`src/rtl/uarch_pkg.sv`:
```
// Shared microarchitecture widths and the writeback packet seen by the CDB arbiter.
package uarch_pkg;
  localparam int XLEN      = 32;
  localparam int ROB_TAG_W = 6;

  typedef struct packed {
    logic                 valid;
    logic [ROB_TAG_W-1:0] tag;
    logic [XLEN-1:0]      data;
  } writeback_packet_t;
endpackage

```
`src/rtl/mdu_unit.sv`:
```
// Iterative RV32M multiply/divide unit: one-cycle multiply, radix-2 restoring divide.
// Optional MDU_DIV_EARLY_OUT_EN: trivial divides (x/0, overflow, |rs2|>|rs1|) finish in the one-cycle path.
module mdu_unit #(
  parameter int XLEN  = uarch_pkg::XLEN,
  parameter int TAG_W = uarch_pkg::ROB_TAG_W
) (
  input  logic                          clk,
  input  logic                          rst,
  input  logic                          flush,
  input  logic                          issue_valid,
  output logic                          issue_ready,
  input  logic [2:0]                    issue_funct3,
  input  logic [XLEN-1:0]               issue_rs1,
  input  logic [XLEN-1:0]               issue_rs2,
  input  logic [TAG_W-1:0]              issue_tag,
  output uarch_pkg::writeback_packet_t  mdu_result,
  input  logic                          mdu_cdb_gnt,
  output logic [2:0]                    dbg_state
);

  // Handshake: an op is taken on a rising edge where issue_valid && issue_ready && !flush;
  // mdu_result is held while valid until the edge that samples mdu_cdb_gnt high.
  localparam logic [2:0] S_IDLE = 3'd0;
  localparam logic [2:0] S_MUL  = 3'd1;
  localparam logic [2:0] S_DIV  = 3'd2;
  localparam logic [2:0] S_FIX  = 3'd3;
  localparam logic [2:0] S_DONE = 3'd4;
  localparam int CNT_W = $clog2(XLEN);

  logic [2:0]       state;
  logic [XLEN-1:0]  op_a;
  logic [XLEN-1:0]  op_b;
  logic [1:0]       op_f3;
  logic [TAG_W-1:0] op_tag;
  logic [CNT_W-1:0] cnt;
  logic [XLEN-1:0]  quo;
  logic [XLEN-1:0]  rem;
  logic [XLEN-1:0]  dvs;
  logic             early_q;
  uarch_pkg::writeback_packet_t res_q;

  function automatic logic [XLEN-1:0] mag(input logic [XLEN-1:0] v, input logic sgn);
    return (sgn && v[XLEN-1]) ? (~v + 1'b1) : v;
  endfunction

  logic            accept;
  logic [XLEN-1:0] mag_a_in;
  logic [XLEN-1:0] mag_b_in;

  assign issue_ready = (state == S_IDLE);
  assign accept      = issue_valid && issue_ready && !flush;
  assign mag_a_in    = mag(issue_rs1, ~issue_funct3[0]);
  assign mag_b_in    = mag(issue_rs2, ~issue_funct3[0]);
  assign mdu_result  = res_q;
  assign dbg_state   = state;

  // Multiply: sign-extend both operands to 2*XLEN and keep the truncated product.
  logic            a_sgn;
  logic            b_sgn;
  logic [2*XLEN-1:0] ext_a;
  logic [2*XLEN-1:0] ext_b;
  logic [2*XLEN-1:0] prod;
  logic [XLEN-1:0]   mul_res;

  assign a_sgn   = (op_f3 == 2'b01) || (op_f3 == 2'b10);
  assign b_sgn   = (op_f3 == 2'b01);
  assign ext_a   = {{XLEN{a_sgn & op_a[XLEN-1]}}, op_a};
  assign ext_b   = {{XLEN{b_sgn & op_b[XLEN-1]}}, op_b};
  assign prod    = ext_a * ext_b;
  assign mul_res = (op_f3 == 2'b00) ? prod[XLEN-1:0] : prod[2*XLEN-1:XLEN];

  // One restoring step: trial-subtract the divisor from the shifted partial remainder.
  logic [XLEN:0]   trial;
  logic [XLEN-1:0] rem_n;
  logic [XLEN-1:0] quo_n;

  assign trial = {rem, quo[XLEN-1]} - {1'b0, dvs};
  assign rem_n = trial[XLEN] ? {rem[XLEN-2:0], quo[XLEN-1]} : trial[XLEN-1:0];
  assign quo_n = {quo[XLEN-2:0], ~trial[XLEN]};

  // Sign fix-up; divide-by-zero bypasses it because the magnitude result has no sign to apply.
  logic            div_sgn;
  logic            b_zero;
  logic [XLEN-1:0] q_fix;
  logic [XLEN-1:0] r_fix;
  logic [XLEN-1:0] div_res;

  assign div_sgn = ~op_f3[0];
  assign b_zero  = (op_b == '0);
  assign q_fix   = b_zero ? '1 :
                   (div_sgn && (op_a[XLEN-1] ^ op_b[XLEN-1])) ? (~quo + 1'b1) : quo;
  assign r_fix   = b_zero ? op_a : (div_sgn && op_a[XLEN-1]) ? (~rem + 1'b1) : rem;
  assign div_res = op_f3[1] ? r_fix : q_fix;

  logic            early_take;
  logic [XLEN-1:0] early_res;

`ifdef MDU_DIV_EARLY_OUT_EN
  logic ovf_in;
  logic ovf_q;

  assign ovf_in     = ~issue_funct3[0] && (issue_rs1 == {1'b1, {(XLEN-1){1'b0}}}) &&
                      (issue_rs2 == '1);
  assign early_take = issue_funct3[2] &&
                      ((issue_rs2 == '0) || ovf_in || (mag_b_in > mag_a_in));
  assign ovf_q      = div_sgn && (op_a == {1'b1, {(XLEN-1){1'b0}}}) && (op_b == '1);
  // Overflow quotient equals the dividend (0x80000000); |rs2|>|rs1| leaves rs1 as remainder.
  assign early_res  = op_f3[1] ? (ovf_q ? '0 : op_a) :
                      (b_zero ? '1 : (ovf_q ? op_a : '0));
`else
  assign early_take = 1'b0;
  assign early_res  = '0;
`endif

  always_ff @(posedge clk or posedge rst) begin
    if (rst) begin
      state   <= S_IDLE;
      op_a    <= '0;
      op_b    <= '0;
      op_f3   <= '0;
      op_tag  <= '0;
      cnt     <= '0;
      quo     <= '0;
      rem     <= '0;
      dvs     <= '0;
      early_q <= 1'b0;
      res_q   <= '0;
    end else if (flush) begin
      state   <= S_IDLE;
      cnt     <= '0;
      early_q <= 1'b0;
      res_q   <= '0;
    end else begin
      case (state)
        S_IDLE: begin
          if (accept) begin
            op_a    <= issue_rs1;
            op_b    <= issue_rs2;
            op_f3   <= issue_funct3[1:0];
            op_tag  <= issue_tag;
            quo     <= mag_a_in;
            dvs     <= mag_b_in;
            rem     <= '0;
            cnt     <= '0;
            early_q <= early_take;
            state   <= (!issue_funct3[2] || early_take) ? S_MUL : S_DIV;
          end
        end
        S_MUL: begin
          res_q.valid <= 1'b1;
          res_q.tag   <= op_tag;
          res_q.data  <= early_q ? early_res : mul_res;
          state       <= S_DONE;
        end
        S_DIV: begin
          rem <= rem_n;
          quo <= quo_n;
          cnt <= cnt + 1'b1;
          if (cnt == CNT_W'(XLEN-1)) state <= S_FIX;
        end
        S_FIX: begin
          res_q.valid <= 1'b1;
          res_q.tag   <= op_tag;
          res_q.data  <= div_res;
          state       <= S_DONE;
        end
        S_DONE: begin
          if (mdu_cdb_gnt) begin
            res_q <= '0;
            state <= S_IDLE;
          end
        end
        default: state <= S_IDLE;
      endcase
    end
  end

endmodule

```
`config.mk`:
```
export PLATFORM = sky130hd
export DESIGN_NAME = mdu_unit
export DESIGN_NICKNAME = d
export VERILOG_FILES = /design/src/rtl/uarch_pkg.sv /design/src/rtl/mdu_unit.sv
export SDC_FILE = /design/constraint.sdc
export NUM_CORES = 2
export LEC_CHECK = 0
export ABC_AREA = 1
export ABC_CLOCK_PERIOD_IN_PS = 26000
export CAP_MARGIN = 20
export CORE_MARGIN = 3
export CORE_UTILIZATION = 58
export DETAILED_ROUTE_END_ITERATION = 6
export PLACE_DENSITY = 0.8
export RECOVER_POWER = 25
export SETUP_SLACK_MARGIN = 0.1
export SYNTH_ARGS = -nofsm -noshare
export SYNTH_HDL_FRONTEND = slang
export SYNTH_SLANG_ARGS = --single-unit
export TNS_END_PERCENT = 1
```
`constraint.sdc`:
```
create_clock -name clk -period 26 [get_ports clk]
set_input_delay 5.2 -clock clk [delete_from_list [all_inputs] [get_ports clk]]
set_output_delay 5.2 -clock clk [all_outputs]
set_load 0.02 [all_outputs]
```
; After elaboration in Yosys (flattened, before gate mapping)
; Index checks and enable logic that the tools add are counted.
; W data, S select, Z words.
[classes]
addsub = 6
mul = 1
div = 0
order_cmp = 0
eq_ne = 11
n_shift = 0
n_mux = 29
bitwise = 11
reduce_logical = 23
[ops]
columns = operator, n
row1 = $mux W32, 12
row2 = $add A32 B1 Y32 const B, 4
row3 = $not A32 Y32, 4
row4 = $pmux W32 S2, 2
row5 = $pmux W39 S3, 1
row6 = $mux W39, 2
row7 = $mul A33 B33 Y64, 1
row8 = $sub A33 B32 Y33, 1
row9 = $logic_not A32 Y1, 1
row10 = $mux W3, 4
row11 = $pmux W3 S4, 1
row12 = $mux W5, 2
row13 = $pmux W5 S2, 1
row14 = $reduce_and A3 Y1, 3
row15 = $eq A3 B2 Y1 const B, 2
row16 = $logic_and A1 B1 Y1, 6
row17 = $ne A3 B3 Y1 const B, 2
row18 = $reduce_and A2 Y1, 3
row19 = $reduce_bool A2 Y1, 3
row20 = $add A5 B1 Y5 const B, 1
row21 = $eq A5 B5 Y1 const B, 1
row22 = $not A1 Y1, 4
row23 = $reduce_bool A4 Y1, 1
row24 = $eq A3 B1 Y1 const B, 1
row25 = 15 further kinds, 18
[word_totals]
ff_bits = 216
latch_bits = 0
mem_bits_rw = 0
rom_bits = 0
n_memories = 0

; Depth between registers and ports, before layout
[depth]
word_depth = 8
mapped_depth = 39
mapped_depth_nobuf = 36

; Worst setup path after synthesis
; No wires, ideal clock.
[synth_timing]
path_type = flip-flop to flip-flop
start = register op_f3[1]
end = register res_q, in the netlist mdu_result[29]
setup_ps = 117
arrival_time_ps = 8331
t_required_ps = 25883
path_slack_ps = 17553
stages_incl_launch_ff = 36
path_buffers = 3
synth_period_minus_slack_ps = 8447
path_cell_list = dfrtp_1 > inv_1 > clkbuf_1 > clkbuf_1 > ha_1 > nand2_1 > clkbuf_1 > nor2_1 > fa_1 > inv_1 > fa_1 > inv_1 > fa_1 > inv_1 > fa_1 > fa_1 > inv_1 > fa_1 > inv_1 > fa_1 > fa_1 > inv_1 > ha_1 > inv_1 > o21bai_1 > or2_2 > a21oi_1 > nand2_1 > a21oi_1 > nand2_1 > nand2_1 > nand3_1 > nand2_1 > nand2_1 > nand2_1 > nand2_1
[synth_between]
elab_chain_len = 8
[synth_lines]
columns = item, line
row1 = from (decl), mdu_unit.sv:33  ; logic [1:0] op_f3;
row2 = from (signal assigned), mdu_unit.sv:139  ; op_f3 <= issue_funct3[1:0];
row3 = $eq A2 B1 Y1 or $eq A2 B2 Y1 (tied branches), "mdu_unit.sv:65, mdu_unit.sv:66"
row4 = $logic_or A1 B1 Y1, mdu_unit.sv:65  ; assign a_sgn = (op_f3 == 2'b01) || (op_f3 == 2'b10);
row5 = $and A1 B1 Y1, mdu_unit.sv:67  ; assign ext_a = {{XLEN{a_sgn & op_a[XLEN-1]}}, op_a};
row6 = $mul A33 B33 Y64, mdu_unit.sv:69  ; assign prod = ext_a * ext_b;
row7 = $mux W32, mdu_unit.sv:70  ; assign mul_res = (op_f3 == 2'b00) ? prod[XLEN-1:0] : prod[2*XLEN-1:XLEN];
row8 = $mux W32, mdu_unit.sv:152  ; res_q.data <= early_q ? early_res : mul_res;
row9 = $pmux W39 S3 (*), mdu_unit.sv:134  ; case (state)
row10 = $mux W39 (*), mdu_unit.sv:128  ; end else if (flush) begin
row11 = to (decl), mdu_unit.sv:40  ; uarch_pkg::writeback_packet_t res_q;
; Every way passes the cells marked *; elsewhere a longest branch is shown, timed or not.
; A chain may end at the register's enable or synchronous reset.

==> impl_summary.log <==
[metrics] run status: finished, violations left
[metrics] failing checks: design-rule violations, max-capacitance violations, max-slew violations
[metrics] number of flops mapped to enable cells by yosys: 0
[metrics] total of hold buffers inserted after clock tree synthesis: 0
[metrics] CTS buffer count: 25
[metrics] post-DR wirelength/cell: 21.1 microns
[metrics] io pins: 121
[metrics] die outline area: 0.0989 sq mm
[metrics] post-detail-place hpwl: about 140000 microns
[metrics] clock tree from TritonCTS: done
[metrics] share of cells above drive strength 1: 2.78%
[metrics] Synth Cell Area: 0.0552 sq mm
[metrics] Final #Nets: slightly below 9000
[metrics] clk sink count: ~210
[metrics] unrepaired setup endpoints after global routing: false
[metrics] register bit total from synthesis: roughly 210
[metrics] normalized max-slew margin: -235%
[metrics] maximum net fanout on the critical path: approximately 100
[metrics] Synth warnings: 0
[metrics] critical path arrival: about 12000 ps
[metrics] reported max-cap violation count: 5
[metrics] kind of start point of the critical path: input port
[metrics] CTS clock-pin slew for the worst setup and hold paths: 70 ps
[metrics] maximum buffer depth of the clock tree: 3
[metrics] level count of the clock H-tree: 1
[metrics] drt initial violations: 4173
[metrics] count of unresolved DRC violations after routing: 6
[metrics] layout filler cell count: around 8300
[metrics] setup clock skew after layout: 46.7 ps
[metrics] Setup Fix Bufs, Post-CTS: 0
[metrics] number of global-route vias before repair: 51600
[metrics] drt via density: about 5.7
[metrics] share of flip-flops with an asynchronous set or reset: between 90% and 100%
[metrics] required time of the critical path: 26520 ps
[metrics] actual transition at the worst max-transition pin: 4990 ps
[metrics] total area of sequential cells: about 0.0054 sq mm
[metrics] synthesis-to-finish area growth: 5.32%
[metrics] Initial Utilization: between 50% and 60%
[metrics] Cells after Synth: 7375
[metrics] floorplan die height: 315 microns
[metrics] Net Count, Synth: 8832
[metrics] drt first pass iters: 7
[metrics] cell types occupying the most area after synthesis: sky130_fd_sc_hd__fa_1 (41%), sky130_fd_sc_hd__nand2_1 (13%), sky130_fd_sc_hd__inv_1 (13%)
[metrics] vias post-DR: 48400
[metrics] row cnt: 112
[metrics] Placer Congestion: between 1 and 1.5
[metrics] largest net degree at the start of global routing: 102
[metrics] Synth area leader: sky130_fd_sc_hd__fa_1
[metrics] leftover overflow at the end of global routing: 0
[metrics] Crit Path Class: input port to asynchronous set/reset pin
[metrics] fin crit share: 43.3%
[metrics] global router's overall resource usage: a little under two fifths
[metrics] Final Critical Period: 11250 ps
[metrics] average cell area after synthesis: 7.49 sq um
[metrics] number of failing setup endpoints in the final timing report: 0
[metrics] area used by multi-input combinational logic: 0.0414 sq mm
[metrics] core outline area: 0.0939 sq mm
[metrics] most frequent standard cell in the layout excluding fill and tap cells: sky130_fd_sc_hd__nand2_1
[metrics] Hold Violations, Final: 0
[metrics] CP max stage cell: sky130_fd_sc_hd__clkinvlp_2
[metrics] hold crit path type: flip-flop to flip-flop
[metrics] count of different cell masters after synthesis: 53
[metrics] clk_lat worst skew: 580 ps
[metrics] slowest stage delay, CP: 2730 ps
[metrics] TNS Setup: 0 ps
[metrics] sequential share of the synthesized area: 9.70%
[metrics] Yosys top cell area share: 40.8%
[metrics] total wire length: 180000 microns
[metrics] commonest cells after routing, fill and taps aside: sky130_fd_sc_hd__nand2_1 (1963), sky130_fd_sc_hd__inv_1 (1849), sky130_fd_sc_hd__fa_1 (1126), sky130_fd_sc_hd__nor2_1 (421), sky130_fd_sc_hd__nand3_1 (271)
[metrics] Top FF cell, synth: sky130_fd_sc_hd__dfrtp_1
[metrics] kind of end point of the critical path: asynchronous set/reset pin
[metrics] total of buffers placed on input and output ports: 120
[metrics] Resize count post-CTS: 0
[metrics] antenna viol nets, final: 0
[metrics] number of antenna violations at the first check in global routing: 4
[metrics] cell-by-cell listing of the critical path: dlygate4sd3_1 -> clkinvlp_2 -> clkbuf_1 -> buf_4
[metrics] master cell of the clock root buffer: sky130_fd_sc_hd__clkbuf_16
[metrics] number of pins with negative max-slew slack in the final report: about 250
[metrics] Chip Width: 315 microns
[metrics] first-pass GRT wire length: between 200000 and 300000 microns
[metrics] Fmax: 88.9 MHz
==> final timing paths <==
kind / startpoint / cells after the start / slack, ps / endpoint
max in group clk: op_f3[1] / 29 / 17000 / mdu_result[25]
worst max register to register: op_f3[1] / 29 / 17000 / mdu_result[25]
worst max-delay path: rst / 4 / 14750 / op_a[12]
worst min register to register: op_tag[5] / 2 / 480 / op_tag[5]
min in group asynchronous: rst / 2 / 6610 / op_b[19]
worst min-delay path: op_tag[5] / 2 / 480 / op_tag[5]
==> critical path: cells and delay by family <==
kind,cells,cell delay (ps)
buffers and inverters,4,6330
==> area by class of cell <==
cell class | count | share of cell area, %
antenna | 1 | 0.00430
clock buffer | 32 | 1.19
clock inverter | 14 | 0.372
inverter | 1880 | 12.1
multi-input combinational | 4928 | 71.2
sequential | 214 | 9.22
tap | 1254 | 2.70
timing repair buffer | 205 | 3.16
==> through the flow <==
step	instances	hold WS (ps)	setup WS (ps)	area [sq um]	util, %
2_1_floorplan	7375	442	14950	55200	-
3_3_place_gp	8480	455	17160	57300	61.0
3_5_place_dp	8480	459	17070	57300	61.0
4_1_cts	8526	483	17070	58200	61.9
5_1_grt	8527	505	13810	58200	61.9
6_report	8528	479	14750	58200	61.9
==> cell usage after synthesis (16+ instances only) <==
library cell and number:
sky130_fd_sc_hd__o21ai_1 44, sky130_fd_sc_hd__ha_1 253, sky130_fd_sc_hd__xnor2_1 28, sky130_fd_sc_hd__nand4_1 40
sky130_fd_sc_hd__o221ai_1 22, sky130_fd_sc_hd__a21oi_1 258, sky130_fd_sc_hd__clkbuf_1 309, sky130_fd_sc_hd__nor3_1 22
sky130_fd_sc_hd__nand2_1 1963, sky130_fd_sc_hd__nand3_1 271, sky130_fd_sc_hd__buf_2 23, sky130_fd_sc_hd__o211ai_1 44
sky130_fd_sc_hd__o211ai_2 16, sky130_fd_sc_hd__inv_1 1852, sky130_fd_sc_hd__nor2_1 422, sky130_fd_sc_hd__o21ai_0 254
sky130_fd_sc_hd__dfrtp_1 214, sky130_fd_sc_hd__inv_2 22, sky130_fd_sc_hd__fa_1 1126, sky130_fd_sc_hd__xor2_1 52
==> state kept, by name, summed over array words and instances, names as in the netlist <==
signal / cells
cnt: 5
op_f3: 2
dvs: 31
mdu_result: 39
quo: 32
dbg_state: 3
rem: 32
op_tag: 6
op_a: 32
op_b: 32
==> layer usage <==
layer  wire length (microns)  up-vias  part of all wire [%]  track usage (%)
met5                      43        -                 0.024                0
met3                   17500      698                   9.7             6.90
met1                   66600    23800                    37             47.1
li1                        -    21300                     -                -
met2                   83600     2561                    46             61.0
met4                   12200        8                   6.8             20.7
==> logic make-up (layout without fill, tap and decap cells) <==
| family | count (synthesis) | after routing | share of synthesized area [%] |
|---|---|---|---|
| AND/OR/NAND/NOR | 2767 | 2767 | 20.0 |
| AO/OA/AOI/OAI | 702 | 702 | 7.22 |
| other | 0 | 1 | 0 |
| flip-flops | 214 | 214 | 9.70 |
| buffers and inverters | 2233 | 2131 | 15.3 |
| adder cells (fa/ha/maj) | 1379 | 1379 | 46.6 |
| XOR/XNOR | 80 | 80 | 1.27 |
Power is left out: the tool's default activity adds up to more than one toggle a clock period on the data nets, which glitch-free logic cannot reach.
